==> src/rtl/branch_predict_tournament_pkg.sv <==
// Shared helpers for the tournament predictor: saturating counter arithmetic
// and reset encodings that scale with the counter width.
package bp_pkg;

  function automatic int unsigned ctr_max(input int unsigned w);
    return (32'd1 << w) - 32'd1;
  endfunction

  function automatic int unsigned ctr_weak_taken(input int unsigned w);
    return 32'd1 << (w - 32'd1);
  endfunction

  function automatic int unsigned ctr_weak_not_taken(input int unsigned w);
    return (32'd1 << (w - 32'd1)) - 32'd1;
  endfunction

  // Counter values travel as 32-bit quantities; callers narrow to their own width.
  function automatic int unsigned sat_inc(input int unsigned v, input int unsigned w);
    return (v >= ctr_max(w)) ? ctr_max(w) : v + 32'd1;
  endfunction

  function automatic int unsigned sat_dec(input int unsigned v, input int unsigned w);
    return (v == 32'd0) ? 32'd0 : v - 32'd1;
  endfunction

endpackage

==> src/rtl/branch_predict_tournament_if.sv <==
// Fetch-side prediction bus and memory-side training/recovery bus.
interface branch_predict_tournament_if #(
  parameter int unsigned LHT_INDEX_BITS  = 3,
  parameter int unsigned LPHT_INDEX_BITS = 7,
  parameter int unsigned GHR_BITS        = 8
);
  logic [31:0]                pcF;
  logic                       branchF;
  logic                       stallF;
  logic                       predict_takeF;
  logic                       local_takeF;
  logic                       global_takeF;
  logic [LHT_INDEX_BITS-1:0]  lht_indexF;
  logic [LPHT_INDEX_BITS-1:0] lpht_indexF;
  logic [GHR_BITS-1:0]        gpht_indexF;
  logic [GHR_BITS-1:0]        ghr_snapF;

  logic                       branchM;
  logic                       actually_takenM;
  logic                       mispredictM;
  logic                       local_takeM;
  logic                       global_takeM;
  logic [LHT_INDEX_BITS-1:0]  lht_indexM;
  logic [LPHT_INDEX_BITS-1:0] lpht_indexM;
  logic [GHR_BITS-1:0]        gpht_indexM;
  logic [GHR_BITS-1:0]        ghr_snapM;
  logic [31:0]                pcM;

  modport master (
    output pcF, branchF, stallF,
    output branchM, actually_takenM, mispredictM, local_takeM, global_takeM,
    output lht_indexM, lpht_indexM, gpht_indexM, ghr_snapM, pcM,
    input  predict_takeF, local_takeF, global_takeF,
    input  lht_indexF, lpht_indexF, gpht_indexF, ghr_snapF
  );

  modport slave (
    input  pcF, branchF, stallF,
    input  branchM, actually_takenM, mispredictM, local_takeM, global_takeM,
    input  lht_indexM, lpht_indexM, gpht_indexM, ghr_snapM, pcM,
    output predict_takeF, local_takeF, global_takeF,
    output lht_indexF, lpht_indexF, gpht_indexF, ghr_snapF
  );
endinterface

==> src/rtl/branch_predict_tournament_sat_counter_table.sv <==
// Table of saturating counters: one combinational read port, one
// up/down write port, whole-table synchronous reset.
module sat_counter_table
  import bp_pkg::*;
#(
  parameter int unsigned INDEX_BITS = 7,
  parameter int unsigned CTR_BITS   = 2,
  parameter int unsigned RESET_VAL  = 0
) (
  input  logic                  clk,
  input  logic                  rst,
  input  logic [INDEX_BITS-1:0] rd_index,
  output logic [CTR_BITS-1:0]   rd_ctr,
  input  logic                  wr_en,
  input  logic [INDEX_BITS-1:0] wr_index,
  input  logic                  wr_up
);
  localparam int unsigned DEPTH = 2 ** INDEX_BITS;

  logic [CTR_BITS-1:0] mem [DEPTH];

  // Reads see the pre-edge contents; a same-cycle write is not bypassed.
  assign rd_ctr = mem[rd_index];

  always_ff @(posedge clk) begin
    if (rst) begin
      for (int unsigned i = 0; i < DEPTH; i++) begin
        mem[i] <= CTR_BITS'(RESET_VAL);
      end
    end else if (wr_en) begin
      if (wr_up) begin
        mem[wr_index] <= CTR_BITS'(sat_inc(32'(mem[wr_index]), CTR_BITS));
      end else begin
        mem[wr_index] <= CTR_BITS'(sat_dec(32'(mem[wr_index]), CTR_BITS));
      end
    end
  end

endmodule

==> src/rtl/branch_predict_tournament.sv <==
// Tournament direction predictor: local-history and gshare components with a
// per-PC chooser; speculative GHR with checkpoint recovery on mispredict.
module branch_predict_tournament
  import bp_pkg::*;
#(
  parameter int unsigned PC_TAIL            = 2,
  parameter int unsigned LHT_INDEX_BITS     = 3,
  parameter int unsigned LHR_BITS           = 4,
  parameter int unsigned LPHT_INDEX_BITS    = 7,
  parameter int unsigned GHR_BITS           = 8,
  parameter int unsigned CHOOSER_INDEX_BITS = 8,
  parameter int unsigned CTR_BITS           = 2
) (
  input logic clk,
  input logic rst,
  branch_predict_tournament_if.slave bus
);
  localparam int unsigned LHT_DEPTH = 2 ** LHT_INDEX_BITS;
  localparam int unsigned LPC_BITS  = LPHT_INDEX_BITS - LHR_BITS;

  logic [LHR_BITS-1:0]           lht [LHT_DEPTH];
  logic [GHR_BITS-1:0]           ghr;

  logic [LHT_INDEX_BITS-1:0]     lht_idx;
  logic [LPHT_INDEX_BITS-1:0]    lpht_idx;
  logic [GHR_BITS-1:0]           gpht_idx;
  logic [CHOOSER_INDEX_BITS-1:0] cho_rd_idx;
  logic [CHOOSER_INDEX_BITS-1:0] cho_wr_idx;
  logic [CTR_BITS-1:0]           lpht_ctr;
  logic [CTR_BITS-1:0]           gpht_ctr;
  logic [CTR_BITS-1:0]           cho_ctr;
  logic                          local_take;
  logic                          global_take;
  logic                          predict_take;
  logic                          cho_wr_en;
  logic                          cho_wr_up;

  always_comb begin
    lht_idx      = bus.pcF[PC_TAIL +: LHT_INDEX_BITS];
    lpht_idx     = {bus.pcF[PC_TAIL +: LPC_BITS], lht[lht_idx]};
    gpht_idx     = bus.pcF[PC_TAIL +: GHR_BITS] ^ ghr;
    cho_rd_idx   = bus.pcF[PC_TAIL +: CHOOSER_INDEX_BITS];
    cho_wr_idx   = bus.pcM[PC_TAIL +: CHOOSER_INDEX_BITS];
    local_take   = lpht_ctr[CTR_BITS-1];
    global_take  = gpht_ctr[CTR_BITS-1];
    predict_take = cho_ctr[CTR_BITS-1] ? global_take : local_take;
    // Chooser only learns when the components disagree, toward whichever was right.
    cho_wr_en    = bus.branchM && (bus.local_takeM != bus.global_takeM);
    cho_wr_up    = (bus.global_takeM == bus.actually_takenM);
  end

  assign bus.predict_takeF = predict_take;
  assign bus.local_takeF   = local_take;
  assign bus.global_takeF  = global_take;
  assign bus.lht_indexF    = lht_idx;
  assign bus.lpht_indexF   = lpht_idx;
  assign bus.gpht_indexF   = gpht_idx;
  assign bus.ghr_snapF     = ghr;

  sat_counter_table #(
    .INDEX_BITS (LPHT_INDEX_BITS),
    .CTR_BITS   (CTR_BITS),
    .RESET_VAL  (ctr_weak_taken(CTR_BITS))
  ) u_lpht (
    .clk      (clk),
    .rst      (rst),
    .rd_index (lpht_idx),
    .rd_ctr   (lpht_ctr),
    .wr_en    (bus.branchM),
    .wr_index (bus.lpht_indexM),
    .wr_up    (bus.actually_takenM)
  );

  sat_counter_table #(
    .INDEX_BITS (GHR_BITS),
    .CTR_BITS   (CTR_BITS),
    .RESET_VAL  (ctr_weak_taken(CTR_BITS))
  ) u_gpht (
    .clk      (clk),
    .rst      (rst),
    .rd_index (gpht_idx),
    .rd_ctr   (gpht_ctr),
    .wr_en    (bus.branchM),
    .wr_index (bus.gpht_indexM),
    .wr_up    (bus.actually_takenM)
  );

  sat_counter_table #(
    .INDEX_BITS (CHOOSER_INDEX_BITS),
    .CTR_BITS   (CTR_BITS),
    .RESET_VAL  (ctr_weak_not_taken(CTR_BITS))
  ) u_chooser (
    .clk      (clk),
    .rst      (rst),
    .rd_index (cho_rd_idx),
    .rd_ctr   (cho_ctr),
    .wr_en    (cho_wr_en),
    .wr_index (cho_wr_idx),
    .wr_up    (cho_wr_up)
  );

  // Mispredict recovery rebuilds history from the checkpoint and overrides
  // any speculative shift from a branch being fetched in the same cycle.
  always_ff @(posedge clk) begin
    if (rst) begin
      for (int unsigned i = 0; i < LHT_DEPTH; i++) begin
        lht[i] <= '0;
      end
      ghr <= '0;
    end else begin
      if (bus.branchM) begin
        lht[bus.lht_indexM] <= {lht[bus.lht_indexM][LHR_BITS-2:0], bus.actually_takenM};
      end
      if (bus.branchM && bus.mispredictM) begin
        ghr <= {bus.ghr_snapM[GHR_BITS-2:0], bus.actually_takenM};
      end else if (bus.branchF && !bus.stallF) begin
        ghr <= {ghr[GHR_BITS-2:0], predict_take};
      end
    end
  end

endmodule

==> src/flat_wrapper.sv <==
// flat-port wrapper written by rule: the top's interface ports become plain ports
module branch_predict_tournament_flat import bp_pkg::*;
#(
  parameter int unsigned PC_TAIL            = 2,
  parameter int unsigned LHT_INDEX_BITS     = 3,
  parameter int unsigned LHR_BITS           = 4,
  parameter int unsigned LPHT_INDEX_BITS    = 7,
  parameter int unsigned GHR_BITS           = 8,
  parameter int unsigned CHOOSER_INDEX_BITS = 8,
  parameter int unsigned CTR_BITS           = 2
)
  (clk, rst, bus_pcF, bus_branchF, bus_stallF, bus_branchM, bus_actually_takenM, bus_mispredictM, bus_local_takeM, bus_global_takeM, bus_lht_indexM, bus_lpht_indexM, bus_gpht_indexM, bus_ghr_snapM, bus_pcM, bus_predict_takeF, bus_local_takeF, bus_global_takeF, bus_lht_indexF, bus_lpht_indexF, bus_gpht_indexF, bus_ghr_snapF);
  branch_predict_tournament_if #(.LHT_INDEX_BITS(LHT_INDEX_BITS), .LPHT_INDEX_BITS(LPHT_INDEX_BITS), .GHR_BITS(GHR_BITS)) bus_i ();
  input logic clk;
  input logic rst;
  input wire logic [$bits(bus_i.pcF)-1:0] bus_pcF;
  input wire logic [$bits(bus_i.branchF)-1:0] bus_branchF;
  input wire logic [$bits(bus_i.stallF)-1:0] bus_stallF;
  input wire logic [$bits(bus_i.branchM)-1:0] bus_branchM;
  input wire logic [$bits(bus_i.actually_takenM)-1:0] bus_actually_takenM;
  input wire logic [$bits(bus_i.mispredictM)-1:0] bus_mispredictM;
  input wire logic [$bits(bus_i.local_takeM)-1:0] bus_local_takeM;
  input wire logic [$bits(bus_i.global_takeM)-1:0] bus_global_takeM;
  input wire logic [$bits(bus_i.lht_indexM)-1:0] bus_lht_indexM;
  input wire logic [$bits(bus_i.lpht_indexM)-1:0] bus_lpht_indexM;
  input wire logic [$bits(bus_i.gpht_indexM)-1:0] bus_gpht_indexM;
  input wire logic [$bits(bus_i.ghr_snapM)-1:0] bus_ghr_snapM;
  input wire logic [$bits(bus_i.pcM)-1:0] bus_pcM;
  output wire logic [$bits(bus_i.predict_takeF)-1:0] bus_predict_takeF;
  output wire logic [$bits(bus_i.local_takeF)-1:0] bus_local_takeF;
  output wire logic [$bits(bus_i.global_takeF)-1:0] bus_global_takeF;
  output wire logic [$bits(bus_i.lht_indexF)-1:0] bus_lht_indexF;
  output wire logic [$bits(bus_i.lpht_indexF)-1:0] bus_lpht_indexF;
  output wire logic [$bits(bus_i.gpht_indexF)-1:0] bus_gpht_indexF;
  output wire logic [$bits(bus_i.ghr_snapF)-1:0] bus_ghr_snapF;
  assign bus_i.pcF = bus_pcF;
  assign bus_i.branchF = bus_branchF;
  assign bus_i.stallF = bus_stallF;
  assign bus_i.branchM = bus_branchM;
  assign bus_i.actually_takenM = bus_actually_takenM;
  assign bus_i.mispredictM = bus_mispredictM;
  assign bus_i.local_takeM = bus_local_takeM;
  assign bus_i.global_takeM = bus_global_takeM;
  assign bus_i.lht_indexM = bus_lht_indexM;
  assign bus_i.lpht_indexM = bus_lpht_indexM;
  assign bus_i.gpht_indexM = bus_gpht_indexM;
  assign bus_i.ghr_snapM = bus_ghr_snapM;
  assign bus_i.pcM = bus_pcM;
  assign bus_predict_takeF = bus_i.predict_takeF;
  assign bus_local_takeF = bus_i.local_takeF;
  assign bus_global_takeF = bus_i.global_takeF;
  assign bus_lht_indexF = bus_i.lht_indexF;
  assign bus_lpht_indexF = bus_i.lpht_indexF;
  assign bus_gpht_indexF = bus_i.gpht_indexF;
  assign bus_ghr_snapF = bus_i.ghr_snapF;
  branch_predict_tournament #(.PC_TAIL(PC_TAIL), .LHT_INDEX_BITS(LHT_INDEX_BITS), .LHR_BITS(LHR_BITS), .LPHT_INDEX_BITS(LPHT_INDEX_BITS), .GHR_BITS(GHR_BITS), .CHOOSER_INDEX_BITS(CHOOSER_INDEX_BITS), .CTR_BITS(CTR_BITS)) u_core (.clk(clk), .rst(rst), .bus(bus_i));
endmodule
==> config.mk <==
export PLATFORM = sky130hd
export DESIGN_NAME = branch_predict_tournament_flat
export DESIGN_NICKNAME = d
export VERILOG_FILES = /design/src/rtl/branch_predict_tournament_pkg.sv /design/src/rtl/branch_predict_tournament_if.sv /design/src/rtl/branch_predict_tournament_sat_counter_table.sv /design/src/rtl/branch_predict_tournament.sv /design/src/flat_wrapper.sv
export SDC_FILE = /design/constraint.sdc
export NUM_CORES = 2
export LEC_CHECK = 0
export ABC_CLOCK_PERIOD_IN_PS = 19050
export CORE_UTILIZATION = 45
export CTS_CLUSTER_DIAMETER = 30
export CTS_CLUSTER_SIZE = 28
export DETAILED_ROUTE_END_ITERATION = 16
export RECOVER_POWER = 25
export SYNTH_ARGS = -nofsm -noshare
export SYNTH_HDL_FRONTEND = slang
export SYNTH_HIERARCHICAL = 1
export SYNTH_SLANG_ARGS = --single-unit
==> constraint.sdc <==
create_clock -name clk -period 19.05 [get_ports clk]
set_input_delay 3.81 -clock clk [delete_from_list [all_inputs] [get_ports clk]]
set_output_delay 3.81 -clock clk [all_outputs]
set_load 0.01 [all_outputs]
After elaboration in Yosys (flattened, before gate mapping)
Memories as Yosys holds them, arrays and structs flattened.
Index checks and enable logic that the tools add are counted.
Word-level totals
  flip-flop bits (word level): 8
  latch bits: 0
  bits in writable memories: 1312
  ROM bits: 0
  input bits: 99
  output and inout bits: 29
  word-level logic and storage cells: 77
  memories kept: 4
Cells by class
  $add $sub $neg: 6
  multipliers: 0
  divide/modulo/power cells: 0
  order comparisons: 3
  equality and inequality tests: 2
  shift operators: 0
  multiplexer cells: 45
  bitwise logic cells: 4
  reduce and logical (&&, ||, !) cells: 12
Memory list
  u_core.u_chooser.mem: words 256, bits a word 2, read ports 2, clocked after memory_dff 0, write ports 256, RTL line branch_predict_tournament_sat_counter_table.sv:20  | logic [CTR_BITS-1:0] mem [DEPTH];
  u_core.u_gpht.mem: words 256, bits a word 2, read ports 2, clocked after memory_dff 0, write ports 256, RTL line branch_predict_tournament_sat_counter_table.sv:20
  u_core.u_lpht.mem: words 128, bits a word 2, read ports 2, clocked after memory_dff 0, write ports 128, RTL line branch_predict_tournament_sat_counter_table.sv:20
  u_core.lht: words 8, bits a word 4, read ports 2, clocked after memory_dff 0, write ports 8, RTL line branch_predict_tournament.sv:21  | logic [LHR_BITS-1:0] lht [LHT_DEPTH];
Operators by type and width (count)
  $mux 8: 4
  $mux 1: 26
  $mux 2: 12
  $xor 8x8->8: 1
  $mux 7: 1
  $add 2x1->2 const B: 3
  $ge 2x2->1 const B: 3
  $logic_not 2->1: 3
  $reduce_or 2->1: 3
  $sub 2x1->2 const B: 3
  $mux 4: 1
  $reduce_or 4->1: 1
  $logic_and 1x1->1: 3
  $mux 3: 1
  $or 1x1->1: 3
  $reduce_bool 2->1: 1
  $eq 1x1->1: 1
  $logic_not 1->1: 1
  $ne 1x1->1: 1

Longest topological paths before layout
  depth in word-level cells: 8
  gate-level depth with buffers: 14
  depth with buffers taken out: 9

Modules after synthesis
Netlist, hierarchy kept.
By module, submodules not included
  sat_counter_table (u_core.u_gpht): instances 1, cells each 2203, area an instance 30008.8 um^2, seq. area each 15374.7 um^2
  sat_counter_table (u_core.u_chooser): instances 1, cells each 2139, area an instance 29325.6 um^2, seq. area each 15374.7 um^2
  sat_counter_table (u_core.u_lpht): instances 1, cells each 1181, area an instance 15635.0 um^2, seq. area each 7687.4 um^2
  branch_predict_tournament: instances 1, cells each 176, area an instance 2190.9 um^2, seq. area each 1121.1 um^2

Worst setup path before layout
No wires, ideal clock.
  path kind: input -> output
  start: input port bus_pcF[2]
  end: output port bus_predict_takeF
  arrival time: 7.783 ns
  required time: 15.240 ns
  slack: 7.457 ns
  cell stages on the path: 9
  path buffers: 3
  cells stage by stage: buf_2 -> xor2_1 -> clkbuf_1 -> buf_1 -> mux4_2 -> mux4_2 -> mux4_2 -> mux4_2 -> mux2_2
On the way
  longest elaborated chain between the ends: 3
  elaborated cells between the ends (all ways): 6
Ends and longest elaborated chain
  from (decl): RTL line flat_wrapper.sv:16  | input wire logic [$bits(bus_i.pcF)-1:0] bus_pcF;
  $xor 8x8->8: RTL line branch_predict_tournament.sv:41  | gpht_idx = bus.pcF[PC_TAIL +: GHR_BITS] ^ ghr;
  named net bus_gpht_indexF[0]: RTL line flat_wrapper.sv:34  | output wire logic [$bits(bus_i.gpht_indexF)-1:0] bus_gpht_indexF;
  $mem_v2 256x2
  named net bus_global_takeF: RTL line flat_wrapper.sv:31  | output wire logic [$bits(bus_i.global_takeF)-1:0] bus_global_takeF;
  $mux 1: RTL line branch_predict_tournament.sv:46  | predict_take = cho_ctr[CTR_BITS-1] ? global_take : local_take;
  to (decl): RTL line flat_wrapper.sv:29  | output wire logic [$bits(bus_i.predict_takeF)-1:0] bus_predict_takeF;
The timed path passes the listed nets, and every way through them passes these cells.

Worst setup path in the final report
  start: input port bus_pcF[2]
  end: output port bus_predict_takeF
On the way
  longest elaborated chain between the ends: 3
  elaborated cells between the ends (all ways): 6
Ends and longest elaborated chain (RTL line)
  $mem_v2 8x4 / $xor 8x8->8 (equally long branches)
  $mem_v2 128x2 / $mem_v2 256x2 (equally long branches)
  $mux 1 *: branch_predict_tournament.sv:46
Mark *: on every way between the ends. The rest lies on a longest branch, timed or not.

==> summary.md <==
| Metric | Value |
|---|---|
| Placer Congestion | 0.883 |
| Commonest non-fill, non-tap cell in the layout | edfxtp_1 |
| I/O Buffers | 78 |
| Layout area overhead | 18.5% |
| Cell Area, Synth | 72,400 um^2 |
| Layout Nets | 5,448 |
| H-tree depth | 5 |
| Multi-input combinational cell area | 29,500 um^2 |
| Synthesized instance count | 5,486 |
| Hpwl dp | 142,000 um |
| RSZ-0062 raised after global routing | no |
| Finished Cell Area | 85,800 um^2 |
| First-pass GRT wire length | 352,000 um |
| Gates resized, CTS repair | 0 |
| Pre-CTS setup slack | 6.12 ns |
| Reg2reg start | u_core/u_gpht/mem[238][1] |
| CP Launch Point | bus_pcF[2] |
| Fin crit share | 67.6% |
| Syn avg cell area | 13.2 um^2 |
| Io pins | 128 |
| Setup bufs post-CTS | 0 |
| Final number of hold-violating endpoints | 0 |
| CP max stage delay | 0.83 ns |
| Crit path max fanout | 39 |
| P per Cell Area | 119 nW/um^2 |
| Starting Density | 45.5% |
| Failing checks | capacitance limit, slew limit |
| Iteration count of the initial detailed-routing pass | 6 |
| Gr usage total | 29.5% |
| Initial antenna violation count | 9 |
| Clock-pin slew on the worst setup and hold paths | 0.04 ns |
| Clk_skew | 0.0855 ns |
| Die width | 403 um |
| Sequential Area | 39,600 um^2 |
| CTS root buffer | clkbuf_16 |
| Worst Min Path Start | u_core/bus.ghr_snapF[7] |
| WP data required | 15.24 ns |
| Min Tclk post-route | 12.88 ns |
| CTS Buf Count | 365 |
| Slew HR | -198% |
| Critical path's most frequent cell | mux4_2 |
| Max Freq | 77.7 MHz |
| CTS tree | done |
| Family with the most delay on the worst path | multiplexers |
| Clk buf depth | 4 |
| YS warnings | 6 |
| Antenna violation net count after detailed routing | 0 |
| Placed cell areas | 73,900 um^2 |
| Drt wl/cell | 31.1 um |
| Max cap viols | 22 |
| Routed via count | 52,100 |
| Transition time at the pin with the least slew margin | 4.48 ns |
| Largest net degree at the start of global routing | 189 |
| Final WL | 241,000 um |
| Clk Latency, worst-skew pair | 0.96 ns |
| Vias/cell | 6.71 |
| Slew Viols, Final | 607 |
| DRT iter0 DRCs | 7,298 |
| # setup viols final | 0 |
| Outcome | finished with violations |
| Clock sinks | 1,320 |
| Die Y | 403 um |
| Setup TNS | 0 ns |
| Worst VDD drop | 0.000116 V |
| Fillers | 13,000 |
| Slowest stage cell, crit path | buf_4 |
| Min-Delay Path Class | reg -> reg |
| GRT overflow | 0 |
| CP Launch Type | primary input |
| Pleak | 27.5 nW |
| Number of global-route vias before repair | 51,700 |
| Share of cells above drive strength 1 | 26.3% |
| DRC | 0 |
| Die area | 162,000 um^2 |
| Syn Nets | 5,585 |
| # hold bufs at CTS | 0 |
| CP Cell Sequence | buf_6, xor2_4, buf_4, buf_4, mux4_2, mux4_2, mux4_2, mux4_2, mux2_2, clkdlybuf4s50_1 |
| Most frequent cells in the layout | edfxtp_1, nand3_1, a21o_1, mux4_2, nor3_1 |
| CP Capture Type | output pin |
| PnR worst setup slack | 6.17 ns |
| Row Count | 146 |
| Buf/Inv on CP | 4 |
| CP Data Arrival Time | 9.07 ns |
| CP Class | in -> out |
| Core box area | 159,000 um^2 |
==> registers in the layout, summed over array words and instances, names as in the netlist <==
name,cells
u_core/u_lpht/mem,256
u_core/bus.ghr_snapF,8
u_core/u_chooser/mem,512
u_core/lht,32
u_core/u_gpht/mem,512
==> area by class of cell <==
type	count	share of cell area (%)
Multi-Input combinational cell	3411	34.4
Timing Repair Buffer	245	2.25
Sequential cell	1320	46.1
Antenna cell	3	0.00875
Tap cell	2146	3.13
Inverter	6	0.0263
Clock buffer	430	11.0
Clock inverter	211	3.04
==> final timing paths <==
check | to | slack, ns | cells past startpoint
max | bus_predict_takeF | 6.17 | 10
min | u_core/bus.ghr_snapF[7] | 0.59 | 2
min reg2reg | u_core/bus.ghr_snapF[7] | 0.59 | 2
max reg2reg | u_core/u_gpht/mem[204][1] | 13.69 | 9
==> metal layers <==
metal	up-vias	wire length (um)	GRT usage [%]
met3	609	30600	8.48
met2	3461	109000	44.0
met1	26600	92200	40.4
met5	-	69	0
li1	21400	-	-
met4	10	10000	12.1
==> report_power, final <==
part | switching (mW) | total (mW) | internal (mW)
registers | 0.0251 | 3.28 | 3.26
clock network | 1.77 | 6.04 | 4.26
logic | 0.612 | 0.858 | 0.246
total | 2.41 | 10.2 | 7.77
==> per-stage QoR <==
stage | instances | hold slack [ns] | total power [mW] | util [%]
after floorplan | 5486 | 0.594 | 3.94 | -
after global placement | 7128 | 0.580 | 4.16 | 46.4
after detailed placement | 7128 | 0.585 | 4.17 | 46.4
after CTS | 7769 | 0.594 | 10.2 | 54.0
after global routing | 7769 | 0.634 | 10.4 | 53.9
final | 7772 | 0.585 | 10.2 | 53.9
==> worst register-to-register path: cells and delay by family, from the launching register on <==
| family | cells | cell delay, ns |
|---|---|---|
| and+or+nand+nor | 2 | 0.94 |
| buffers and inverters | 1 | 1.01 |
| adders and majority gates | 1 | 1.07 |
| muxes | 1 | 0.47 |
| AOI/OAI and AO/OA | 4 | 1.14 |
| DFF | 1 | 0.40 |
Power figures use the tool's default switching activity.
